$ cat src/rtl/lap_timer_pkg.sv
// Shared types and field constants for the lap timer.
package lap_timer_pkg;

  typedef enum logic [1:0] {
    STOP    = 2'd0,
    RUN     = 2'd1,
    EXPIRED = 2'd2
  } state_t;

  localparam int unsigned SEC_MAX = 59;
  localparam int unsigned MIN_MAX = 59;
  localparam int unsigned HOUR_W  = 5;
  localparam int unsigned MIN_W   = 6;
  localparam int unsigned SEC_W   = 6;

endpackage

$ cat src/rtl/lap_timer_cascade_stage.sv
// One digit-group of the time cascade: wraps up at MAX, borrows down from 0,
// saturates preset values above MAX. MAX=0 makes the stage a pass-through
// carry that always holds 0.
module mod_cascade_stage #(
  parameter int unsigned MAX = 59,
  parameter int unsigned W   = 6
) (
  input  logic         clk,
  input  logic         rst,
  input  logic         step,
  input  logic         dir,
  input  logic         load,
  input  logic [W-1:0] load_val,
  output logic [W-1:0] value,
  output logic         carry_out,
  output logic         is_zero
);

  localparam logic [W-1:0] MAXV = W'(MAX);

  logic [W-1:0] r_value;
  logic [W-1:0] w_next;
  logic         w_at_limit;

  assign w_at_limit = dir ? (r_value == '0) : (r_value == MAXV);
  assign carry_out  = step & w_at_limit;
  assign is_zero    = (r_value == '0);
  assign value      = r_value;

  // Next value: saturating preset, else wrap/borrow step.
  always_comb begin
    w_next = r_value;
    if (load) begin
      w_next = (load_val > MAXV) ? MAXV : load_val;
    end else if (step) begin
      if (w_at_limit) w_next = dir ? MAXV : '0;
      else            w_next = dir ? (r_value - 1'b1) : (r_value + 1'b1);
    end
  end

  // Field register.
  always_ff @(posedge clk or posedge rst) begin
    if (rst) r_value <= '0;
    else     r_value <= w_next;
  end

endmodule

$ cat src/rtl/lap_timer.sv
// Lap timer: prescaled hh:mm:ss:frac up/down counter with preset, lap
// capture and expiry/wrap pulses.
module lap_timer
  import lap_timer_pkg::*;
#(
  parameter int unsigned TICK_DIV = 100,
  parameter int unsigned FRAC_MAX = 99,
  parameter int unsigned HOUR_MAX = 23,
  parameter int unsigned FRAC_W   = 7
) (
  input  logic              signal,
  input  logic              clr,
  input  logic              en,
  input  logic              starp,
  input  logic              mode,
  input  logic              load,
  input  logic [HOUR_W-1:0] load_hour,
  input  logic [MIN_W-1:0]  load_minute,
  input  logic [SEC_W-1:0]  load_second,
  input  logic [FRAC_W-1:0] load_frac,
  input  logic              lap,
  output logic [HOUR_W-1:0] hour,
  output logic [MIN_W-1:0]  minute,
  output logic [SEC_W-1:0]  second,
  output logic [FRAC_W-1:0] frac,
  output logic [HOUR_W-1:0] lap_hour,
  output logic [MIN_W-1:0]  lap_minute,
  output logic [SEC_W-1:0]  lap_second,
  output logic [FRAC_W-1:0] lap_frac,
  output logic              lap_valid,
  output logic              running,
  output logic              expired,
  output logic              wrap
);

  localparam int unsigned   PW         = (TICK_DIV > 1) ? $clog2(TICK_DIV) : 1;
  localparam logic [PW-1:0] PRESC_LAST = PW'(TICK_DIV - 1);

  state_t      r_state, w_state_nxt;
  logic [PW-1:0] r_presc;
  logic        r_expired, r_wrap, r_lap_valid;
  logic [HOUR_W-1:0] r_lap_hour;
  logic [MIN_W-1:0]  r_lap_minute;
  logic [SEC_W-1:0]  r_lap_second;
  logic [FRAC_W-1:0] r_lap_frac;

  logic w_run, w_tick, w_step, w_load, w_zero, w_unit, w_expire, w_wrap;
  logic w_c_frac, w_c_sec, w_c_min, w_c_hour;
  logic w_z_frac, w_z_sec, w_z_min, w_z_hour;

  assign w_run  = en && (r_state == RUN);
  assign w_tick = w_run && (r_presc == PRESC_LAST);
  assign w_load = en && load && (r_state != RUN);
  assign w_zero = w_z_frac && w_z_sec && w_z_min && w_z_hour;
  // Count is one step above zero, so the next down step lands on zero.
  assign w_unit = w_z_hour && w_z_min &&
                  ((FRAC_MAX == 0) ? (second == SEC_W'(1))
                                   : (w_z_sec && (frac == FRAC_W'(1))));
  // A down step from zero is suppressed so the count never underflows.
  assign w_step = w_tick && !(mode && w_zero);
  assign w_wrap = w_step && !mode && w_c_hour;

  mod_cascade_stage #(.MAX(FRAC_MAX), .W(FRAC_W)) u_frac (
    .clk(signal), .rst(clr), .step(w_step), .dir(mode), .load(w_load),
    .load_val(load_frac), .value(frac), .carry_out(w_c_frac), .is_zero(w_z_frac));

  mod_cascade_stage #(.MAX(SEC_MAX), .W(SEC_W)) u_sec (
    .clk(signal), .rst(clr), .step(w_c_frac), .dir(mode), .load(w_load),
    .load_val(load_second), .value(second), .carry_out(w_c_sec), .is_zero(w_z_sec));

  mod_cascade_stage #(.MAX(MIN_MAX), .W(MIN_W)) u_min (
    .clk(signal), .rst(clr), .step(w_c_sec), .dir(mode), .load(w_load),
    .load_val(load_minute), .value(minute), .carry_out(w_c_min), .is_zero(w_z_min));

  mod_cascade_stage #(.MAX(HOUR_MAX), .W(HOUR_W)) u_hour (
    .clk(signal), .rst(clr), .step(w_c_min), .dir(mode), .load(w_load),
    .load_val(load_hour), .value(hour), .carry_out(w_c_hour), .is_zero(w_z_hour));

  // Next-state and expiry pulse decode.
  always_comb begin
    w_state_nxt = r_state;
    w_expire    = 1'b0;
    if (en) begin
      case (r_state)
        STOP: begin
          // A preset in the same cycle as start wins; start is seen next cycle.
          if (!w_load && starp) begin
            if (mode && w_zero) begin
              w_state_nxt = EXPIRED;
              w_expire    = 1'b1;
            end else begin
              w_state_nxt = RUN;
            end
          end
        end
        RUN: begin
          if (w_tick && mode && (w_zero || w_unit)) begin
            w_state_nxt = EXPIRED;
            w_expire    = 1'b1;
          end else if (!starp) begin
            w_state_nxt = STOP;
          end
        end
        EXPIRED: begin
          if (w_load || !starp) w_state_nxt = STOP;
        end
        default: w_state_nxt = STOP;
      endcase
    end
  end

  // State register.
  always_ff @(posedge signal or posedge clr) begin
    if (clr) r_state <= STOP;
    else     r_state <= w_state_nxt;
  end

  // Prescaler: runs only in RUN, holds otherwise, cleared by preset.
  always_ff @(posedge signal or posedge clr) begin
    if (clr)         r_presc <= '0;
    else if (w_load) r_presc <= '0;
    else if (w_run)  r_presc <= w_tick ? '0 : (r_presc + 1'b1);
  end

  // Registered one-cycle pulses.
  always_ff @(posedge signal or posedge clr) begin
    if (clr) begin
      r_expired <= 1'b0;
      r_wrap    <= 1'b0;
    end else begin
      r_expired <= w_expire;
      r_wrap    <= w_wrap;
    end
  end

  // Lap capture of the pre-edge count; a lap beats a simultaneous preset clear.
  always_ff @(posedge signal or posedge clr) begin
    if (clr) begin
      r_lap_hour   <= '0;
      r_lap_minute <= '0;
      r_lap_second <= '0;
      r_lap_frac   <= '0;
      r_lap_valid  <= 1'b0;
    end else if (en && lap) begin
      r_lap_hour   <= hour;
      r_lap_minute <= minute;
      r_lap_second <= second;
      r_lap_frac   <= frac;
      r_lap_valid  <= 1'b1;
    end else if (w_load) begin
      r_lap_valid  <= 1'b0;
    end
  end

  assign lap_hour   = r_lap_hour;
  assign lap_minute = r_lap_minute;
  assign lap_second = r_lap_second;
  assign lap_frac   = r_lap_frac;
  assign lap_valid  = r_lap_valid;
  assign running    = (r_state == RUN);
  assign expired    = r_expired;
  assign wrap       = r_wrap;

endmodule

$ cat config.mk
export PLATFORM = sky130hd
export DESIGN_NAME = lap_timer
export DESIGN_NICKNAME = d
export VERILOG_FILES = /design/src/rtl/lap_timer_pkg.sv /design/src/rtl/lap_timer_cascade_stage.sv /design/src/rtl/lap_timer.sv
export SDC_FILE = /design/constraint.sdc
export NUM_CORES = 1
export LEC_CHECK = 0
export ABC_AREA = 0
export ABC_CLOCK_PERIOD_IN_PS = 2400
export BUFFER_PORTS_ARGS = -buffer_cell sky130_fd_sc_hd__buf_2
export CELL_PAD_IN_SITES_DETAIL_PLACEMENT = 1
export CELL_PAD_IN_SITES_GLOBAL_PLACEMENT = 2
export CORE_MARGIN = 3
export CORE_UTILIZATION = 33
export DETAILED_ROUTE_END_ITERATION = 16
export PLACE_DENSITY = 0.84
export SYNTH_ARGS = -nofsm -noshare
export SYNTH_HDL_FRONTEND = slang
export SYNTH_SLANG_ARGS = --single-unit
export TNS_END_PERCENT = 5
$ cat constraint.sdc
create_clock -name signal -period 2.4 [get_ports signal]
set_input_delay 0.48 -clock signal [delete_from_list [all_inputs] [get_ports signal]]
set_output_delay 0.48 -clock signal [all_outputs]
set_load 0.01 [all_outputs]
Yosys cells after proc, flatten, opt, wreduce, memory -nomap -nowiden
Index checks and enable logic that the tools add are counted.
Cells by class
  muxes and demuxes: 43
  bitwise operators: 4
  equality and inequality tests: 12
  reduce and logical (&&, ||, !) cells: 36
  order comparisons: 4
  add/sub/neg operators: 9
Operators by type and width (count)
  6-bit two-way mux: 11
  7-bit two-way mux: 9
  5-bit two-way mux: 6
  1-bit logical AND: 18
  7-bit by 1-bit adder with 7-bit output, second input constant: 2
  7-bit equality test, second input constant: 2
  6-bit by 1-bit adder with 6-bit output, second input constant: 2
  6-bit equality test, second input constant: 2
  6-bit > comparator, second input constant: 2
  6-bit zero test: 2
  2-bit nonzero test: 6
  6-bit by 1-bit subtractor with 6-bit output, second input constant: 2
  1-bit two-way mux: 10
  2-bit two-way mux: 5
  7-bit by 1-bit equality test with 1-bit output, second input constant: 1
  7-bit > comparator, second input constant: 1
  7-bit zero test: 1
  7-bit by 1-bit subtractor with 7-bit output, second input constant: 1
  2-bit case mux with 3 select lines: 1
  5-bit by 1-bit adder with 5-bit output, second input constant: 1
  5-bit equality test, second input constant: 1
  5-bit > comparator, second input constant: 1
  5-bit zero test: 1
  5-bit by 1-bit subtractor with 5-bit output, second input constant: 1
  other kinds (11): 19
Word-level totals
  flip-flop bits (word level): 60

Longest topological paths before layout
Gate-level depths: netlist of the first run.
  depth after elaboration: 12
  depth in mapped cells: 9

By module
Synthesis of the first run repeated with hierarchy kept, for this count alone.
Unflattened totals
  cells, all modules: 413
  area total of the unflattened synthesis: 3927.5 µm²
By module, submodules not included
  lap_timer: cells an instance 126, sequential area each 900.9 µm², instances 1, area each 1536.5 µm²
  mod_cascade_stage at u_min ...: cells an instance 73, sequential area each 150.1 µm², instances 2, area each 588.1 µm²
  mod_cascade_stage at u_frac: cells an instance 82, sequential area each 175.2 µm², instances 1, area each 678.2 µm²
  mod_cascade_stage at u_hour: cells an instance 59, sequential area each 125.1 µm², instances 1, area each 536.8 µm²

Least setup slack after synthesis of the first run
OpenSTA, ideal clock, no wires.
  path type: input to register
  start: in mode
  end: reg u_hour.r_value[4], in the netlist u_hour.value[4]
  slack: 0.152 ns
  arrival time: 2.154 ns
  buffers on the path: 1
  required time: 2.306 ns
  cell stages on the path: 9
  path through: buf_2 > inv_1 > fa_1 > inv_1 > a21o_1 > a21oi_1 > xnor2_1 > mux2_2 > a211oi_1
Between the ends
  cells in the longest elaborated chain, start to end: 7
  elaborated cells on any way between the ends: 16
  those cells by class: 9 x mux; 3 x bitwise; 4 x reduce/logical
RTL lines
  from (decl): RTL line lap_timer.sv:15  | input logic mode,
  1-bit logical AND: RTL line lap_timer.sv:60  | assign w_step = w_tick && !(mode && w_zero);
  1-bit zero test: RTL line lap_timer.sv:60
  1-bit logical AND: RTL line lap_timer.sv:60
  1-bit AND (3 in a row): RTL line lap_timer_cascade_stage.sv:26  | assign carry_out = step & w_at_limit;
  2-bit nonzero test (no source line)
  to (signal assigned): RTL line lap_timer_cascade_stage.sv:44  | else r_value <= w_next;
  to (decl): RTL line lap_timer_cascade_stage.sv:21  | logic [W-1:0] r_value;
Parallel ways exist; a longest one is shown, timed or not. The select of a mux whose other input is x is not followed.
A chain may end at the register's enable or synchronous reset.

Worst setup path in the final report of the first run
  start: reg r_presc[0]
  end: reg u_hour.r_value[4], in the netlist u_hour.value[4]
Between the ends
  cells in the longest elaborated chain, start to end: 7
RTL lines
  from (decl): RTL line lap_timer.sv:40  | logic [PW-1:0] r_presc;
  from (signal assigned): RTL line lap_timer.sv:122  | else if (w_run) r_presc <= w_tick ? '0 : (r_presc + 1'b1);
  7-bit equality test: RTL line lap_timer.sv:52  | assign w_tick = w_run && (r_presc == PRESC_LAST);
  1-bit logical AND: RTL line lap_timer.sv:52
  1-bit logical AND: RTL line lap_timer.sv:60
  1-bit AND (3 in a row): RTL line lap_timer_cascade_stage.sv:26
  2-bit nonzero test (no source line)
No other way between the ends.

==> impl_metrics.yaml, run 1 <==
critical_path:
  reg2regPathDepth: 10
  cp_max_fo: 5
  crit_cells: 10
  r2r-start: "r_presc[0]"
  max_stage_delay_ns: 0.39
  cp_num_buf_inv: 3
  cp.arrival_ns: 2.55
  reg2reg_to: "u_hour.value[4]"
  crit_top_cell: "buf_4"
  path_cells: "ha_2 -> nand4b_1 -> nor3_1 -> buf_4 -> o31ai_4 -> buf_4 -> nor4_4 -> buf_4 -> nor3_1 -> a211oi_1"
  criticalPathCategory: "flop to flop"
  crit_path_top_delay_cell: "dfrtp_1"
  critPathLaunchType: "flop"
  required_ns: 2.65
  end_kind: "flop"
  reg2reg_slack_ns: 0.10
  crit_family: "simple AND/OR/NAND/NOR gates"
synth:
  synth.avg_cell_area_um2: 9.55
  ys_types: 67
  synth_area_um2: 3700
  syn-num-nets: 437
  synth_edf_count: 0
  synth_warnings: 0
  synth_ff_type: "dfrtp_1"
  synth_cells: 387
  synthArstFlopShare_pct: 100
  yosys_register_bits: 60
  ys_seq_area_share_pct: 40.6
clocking:
  cts_tree: "done"
  ctsLongestPathBuffers: 2
  cts.sinks: 60
  clk_transition_reported_paths_ns: 0.07
  postCtsSetupBuffers: 0
  cts_root_buf: "clkbuf_8"
  cts_buffers: 9
  htreeDepth: 3
  insertion_delay_ns: 0.35
worst_hold_path:
  hp-start: "load_minute[0]"
  worstHoldPathCells: 3
  worstHoldPathType: "input port to flop"
  min_to: "u_min.value[0]"
die:
  die_y_um: 112
  dieArea_um2: 12500
  io_pins: 83
  core_region_area_um2: 10900
  die_w_um: 112
  row_count: 38
  start_util_pct: 34.0
power:
  power_density_nw_per_um2: 1010
  p_leak_nw: 2.26
  ir_worst_vdd_mv: 0.410
placement:
  gp_routability_congestion: 0.855
  port_buffers: 82
  dp.cells: 649
  placed_cell_area_um2: 4620
  dpl.hpwl_mm: 9.13
  pre_cts_ws_ns: -0.0498
sta:
  fin_ws_ns: 0.102
  setup_viol: 0
  hold_viol_final: 0
  final_max_slew_viol_count: 0
  post-route-min-period_ns: 2.30
  skew_ns: 0.00718
  worst_slew_pin_slew_ns: 0.489
  period_share_pct: 95.7
  slew_headroom_pct: 67.2
  rsz0062_at_grt: "true"
  clock.fmax_mhz: 435
job:
  maxCapViolations: 0
finish:
  finalInstanceArea_um2: 4810
  multi_input_area_um2: 2090
  final_common_cell: "buf_2"
  area_delta_synth_final_pct: 30.1
  regArea_um2: 1500
  nets: 571
  layout-drive-gt1-share_pct: 34.7
  instances_no_fill: 665
  fillers: 1306
  final_cell_mix: "buf_2, dfrtp_1, buf_4"
  diodes: 0
grt:
  grt_max_degree: 30
  grt_antenna_before_repair: 0
  grt_pass1_vias: 3936
  grt_pass1_wl_mm: 19.6
  overflow: 0
  groute.usage.overall_pct: 19.4
outcome:
  outcome: "completed"
drt:
  drtAntennaViolNets: 0
  routedWlPerCell_um: 17.6
  drt_iter0_drc: 99
  wl_met2_mm: 5.66
  first_pass_iters: 4
  vias: 3558
  viasPerCell: 5.35
  met3_length_um: 469
  topRoutingLayerUsed: "met4"
  drt_wl_total_mm: 11.7
  met1_length_mm: 5.32
  drc: 0
[final cells by class]
type	count	area share (%)
timing repair buffer	134	16.7
tap	140	3.64
clock buffer	13	3.30
clock inverter	2	0.208
multi-input combinational	297	43.4
inverter	19	1.48
sequential	60	31.2
[Yosys cell counts, drive strengths merged (4+ instances only)]
cell type / number / area share, %
xnor2: 5 / 1.2
xor2: 5 / 1.2
inv: 19 / 1.9
clkbuf: 7 / 0.74
a21o: 7 / 1.4
and2: 6 / 1.1
or2: 4 / 0.68
ha: 16 / 5.4
nand4: 6 / 1.0
a211oi: 8 / 1.6
o21ai: 44 / 6.1
o31ai: 4 / 1.2
dfrtp: 60 / 41
a21oi: 18 / 2.4
nand2: 42 / 4.3
o21a: 4 / 0.81
buf: 4 / 0.58
a31oi: 4 / 0.68
nor2: 24 / 2.9
nor3b: 4 / 0.81
nor2b: 6 / 1.0
o22ai: 8 / 1.7
nand4b: 4 / 0.95
mux2: 17 / 5.5
nor4: 8 / 2.4
nor3: 9 / 1.5
nand3: 7 / 0.95
[report_power, final]
| part | internal [mW] | switching, mW |
|---|---|---|
| Sequential | 1.34 | 0.267 |
| Combinational | 1.11 | 1.32 |
| Clock | 0.423 | 0.412 |
[worst max-delay path by stage]
stage / from / endpoint / slack [ns]
global route: r_presc[0] / u_hour.value[4] / -0.03
floorplan: mode / u_hour.value[4] / 0.15
detailed placement: mode / u_hour.value[4] / -0.05
CTS: u_sec.value[1] / u_frac.value[0] / 0.03
finish: r_presc[0] / u_hour.value[4] / 0.10
global placement: mode / u_hour.value[4] / 0.05
[worst reg2reg max path: stages, from the launching register on]
cell	delay [ns]
dfrtp_1	0.39
ha_2	0.23
nand4b_1	0.17
nor3_1	0.21
buf_4	0.15
o31ai_4	0.06
buf_4	0.17
nor4_4	0.34
buf_4	0.21
nor3_1	0.05
a211oi_1	0.23
[registers in the layout, indices dropped and copies added, names as in the netlist]
signal        flops
u_sec.value       6
r_state           2
expired           1
r_presc           7
u_hour.value      5
u_frac.value      7
u_min.value       6
lap_minute        6
wrap              1
lap_valid         1
lap_hour          5
lap_second        6
lap_frac          7
[cells by family after synthesis]
logic type	after synthesis	synth area share, %
AOI/OAI and AO/OA	120	21.5
and+or+nand+nor	130	19.5
buffers and inverters	30	3.25
DFF	60	40.6
adders and majority gates	19	7.04
xor gates and xnor gates	10	2.37
muxes	18	5.75
[routing by layer]
layer,global-route usage [%],vias to the layer above
met5,0,-
met1,24.6,1775
met2,32.4,71
li1,-,1694
met4,8.19,0
met3,3.42,18
[per-stage QoR]
step	util, %	TNS (ns)	hold WS (ns)	total power, mW
after floorplan	-	0	0.444	2.97
after CTS	44.0	0	0.379	4.91
after global routing	44.2	-0.0306	0.395	5.25
final	44.2	0	0.403	4.87
after detailed placement	42.4	-0.0934	0.375	4.04
after global placement	42.4	0	0.374	3.95
[repair_timing]
| action | CTS | global route |
|---|---|---|
| hold buffers | 1 | 0 |
| endpoints found under the setup margin | 0 | 12 |
| hold endpoints to repair | 5 | 0 |
| gates resized for setup | 0 | 5 |
No activity file was read; power rests on OpenSTA's default activity.
==> run 2: changes to the inputs <==
--- a/config.mk
+++ b/config.mk
@@ -8,12 +8,11 @@
 export ABC_AREA = 0
 export ABC_CLOCK_PERIOD_IN_PS = 2400
 export BUFFER_PORTS_ARGS = -buffer_cell sky130_fd_sc_hd__buf_2
-export CELL_PAD_IN_SITES_DETAIL_PLACEMENT = 1
-export CELL_PAD_IN_SITES_GLOBAL_PLACEMENT = 2
+export CORE_ASPECT_RATIO = 0.6
 export CORE_MARGIN = 3
-export CORE_UTILIZATION = 33
+export CORE_UTILIZATION = 35
 export DETAILED_ROUTE_END_ITERATION = 16
-export PLACE_DENSITY = 0.84
+export PLACE_DENSITY = 0.6
 export SYNTH_ARGS = -nofsm -noshare
 export SYNTH_HDL_FRONTEND = slang
 export SYNTH_SLANG_ARGS = --single-unit
==> impl_metrics.yaml, run 2 (synthesized netlist as in run 1, its figures left out) <==
outcome:
  outcome: "completed"
clocking:
  clk_transition_reported_paths_ns: 0.05
  cts.sinks: 60
  ctsLongestPathBuffers: 2
  cts_root_buf: "clkbuf_16"
  cts_tree: "done"
  insertion_delay_ns: 0.33
  cts_buffers: 9
  htreeDepth: 3
power:
  p_comb_share_pct: 41.7
  p_leak_nw: 2.30
  switchingPower_mw: 1.98
  power_density_nw_per_um2: 1120
  p_sw_share_pct: 36.0
  ir_worst_vdd_mv: 0.572
  total_power_mw: 5.51
  pwr-share-seq_pct: 29.7
  p_clk_share_pct: 28.6
  p_int_mw: 3.53
drt:
  drt_wl_total_mm: 10.7
  drtAntennaViolNets: 0
  routedWlPerCell_um: 16.5
  first_pass_iters: 5
  drc: 0
  drt_iter0_drc: 215
  vias: 3463
  viasPerCell: 5.34
critical_path:
  path_cells: "nor4_2 -> nand4_1 -> o31ai_4 -> buf_4 -> nor3_4 -> nor2_4 -> mux2_1"
  crit_family: "simple AND/OR/NAND/NOR gates"
  reg2reg_slack_ns: 0.17
  max_stage_delay_ns: 0.43
  required_ns: 2.61
  end_kind: "flop"
  criticalPathCategory: "flop to flop"
  cp.arrival_ns: 2.44
  cp_max_fo: 6
  critPathLaunchType: "flop"
  crit_path_top_delay_cell: "nor4_2"
  cp_num_buf_inv: 1
sta:
  slew_headroom_pct: 61.0
  setup_viol: 0
  post-route-min-period_ns: 2.23
  clock.fmax_mhz: 448
  hold_viol_final: 0
  rsz0062_at_grt: "true"
  fin_ws_ns: 0.168
  period_share_pct: 93.0
  final_max_slew_viol_count: 0
  worst_slew_pin_slew_ns: 0.584
  skew_ns: 0.00697
finish:
  final_cell_mix: "buf_2, dfrtp_1, nand2_1"
  regArea_um2: 1500
  nets: 558
  diodes: 0
  multi_input_area_um2: 2090
  area_delta_synth_final_pct: 33.5
  final_common_cell: "buf_2"
  layout-drive-gt1-share_pct: 33.7
  fillers: 919
die:
  start_util_pct: 36.8
  row_count: 28
  io_pins: 83
  core_region_area_um2: 10100
  die_w_um: 139
  die_y_um: 85.6
  dieArea_um2: 11900
grt:
  grt_max_degree: 61
  groute.usage.overall_pct: 18.4
  grt_pass1_wl_mm: 17.4
  grt_pass1_vias: 3258
  overflow: 0
  grt_antenna_before_repair: 0
job:
  maxCapViolations: 0
placement:
  dpl.hpwl_mm: 8.08
  port_buffers: 82
  gp_routability_congestion: 0.904
  pre_cts_ws_ns: 0.00224
worst_hold_path:
  worstHoldPathType: "input port to asynchronous set/reset pin"
-- run 2: what timing repair did --
item	CTS	global route
setup endpoints to repair	0	17
endpoints found under the hold margin	0	0
resized for setup	0	4
hold buffers	0	0
setup buffers	0	0
-- run 2: stage by stage --
stage          utilization (%)  setup TNS, ns  hold WS [ns]  std cells  area [um^2]
6_report                  49.1              0         0.212        648         4930
5_1_grt                   49.1       -0.00227         0.229        648         4930
4_1_cts                   48.9              0         0.221        648         4920
3_5_place_dp              45.2              0         0.459        632         4550
3_3_place_gp              45.2              0         0.455        632         4550
2_1_floorplan                -              0         0.444        387         3700
-- run 2: tightest hold or removal path, delay by kind of cell --
| kind | cells | cell delay (ns) |
|---|---|---|
| buffers and inverters | 3 | 0.46 |
-- run 2: area by class of cell --
cell class | count | area share [%]
tap | 135 | 3.42
clock buffer | 13 | 5.68
multi-input combinational | 297 | 42.4
sequential | 60 | 30.4
inverter | 19 | 1.45
clock inverter | 3 | 1.83
timing repair buffer | 121 | 14.8
-- run 2: power by group through the flow --
stage | Sequential (mW) | Combinational, mW | Clock (mW)
6_report | 1.64 | 2.30 | 1.58
5_1_grt | 1.69 | 2.55 | 1.66
4_1_cts | 1.63 | 2.30 | 1.60
3_5_place_dp | 1.65 | 2.27 | 0
3_3_place_gp | 1.63 | 2.25 | 0
2_1_floorplan | 1.81 | 1.16 | 0
-- run 2: path summary, 6_finish.rpt --
path / start / end / cells past startpoint
hold / removal: clr / r_presc[5] / 3
max in group asynchronous: clr / u_frac.value[1] / 3
setup reg to reg: u_min.value[1] / u_min.value[2] / 7
hold reg to reg: lap_valid / lap_valid / 2
setup / recovery: u_min.value[1] / u_min.value[2] / 7
min in group signal: load_minute[0] / u_min.value[0] / 3
-- run 2: routing by layer --
| metal | up-vias | global-route usage [%] | routed length [um] |
|---|---|---|---|
| li1 | 1674 | - | - |
| met4 | 0 | 4.71 | 94 |
| met3 | 9 | 5.63 | 698 |
| met5 | - | 0 | 0 |
| met1 | 1668 | 27.2 | 5430 |
| met2 | 112 | 26.2 | 4460 |
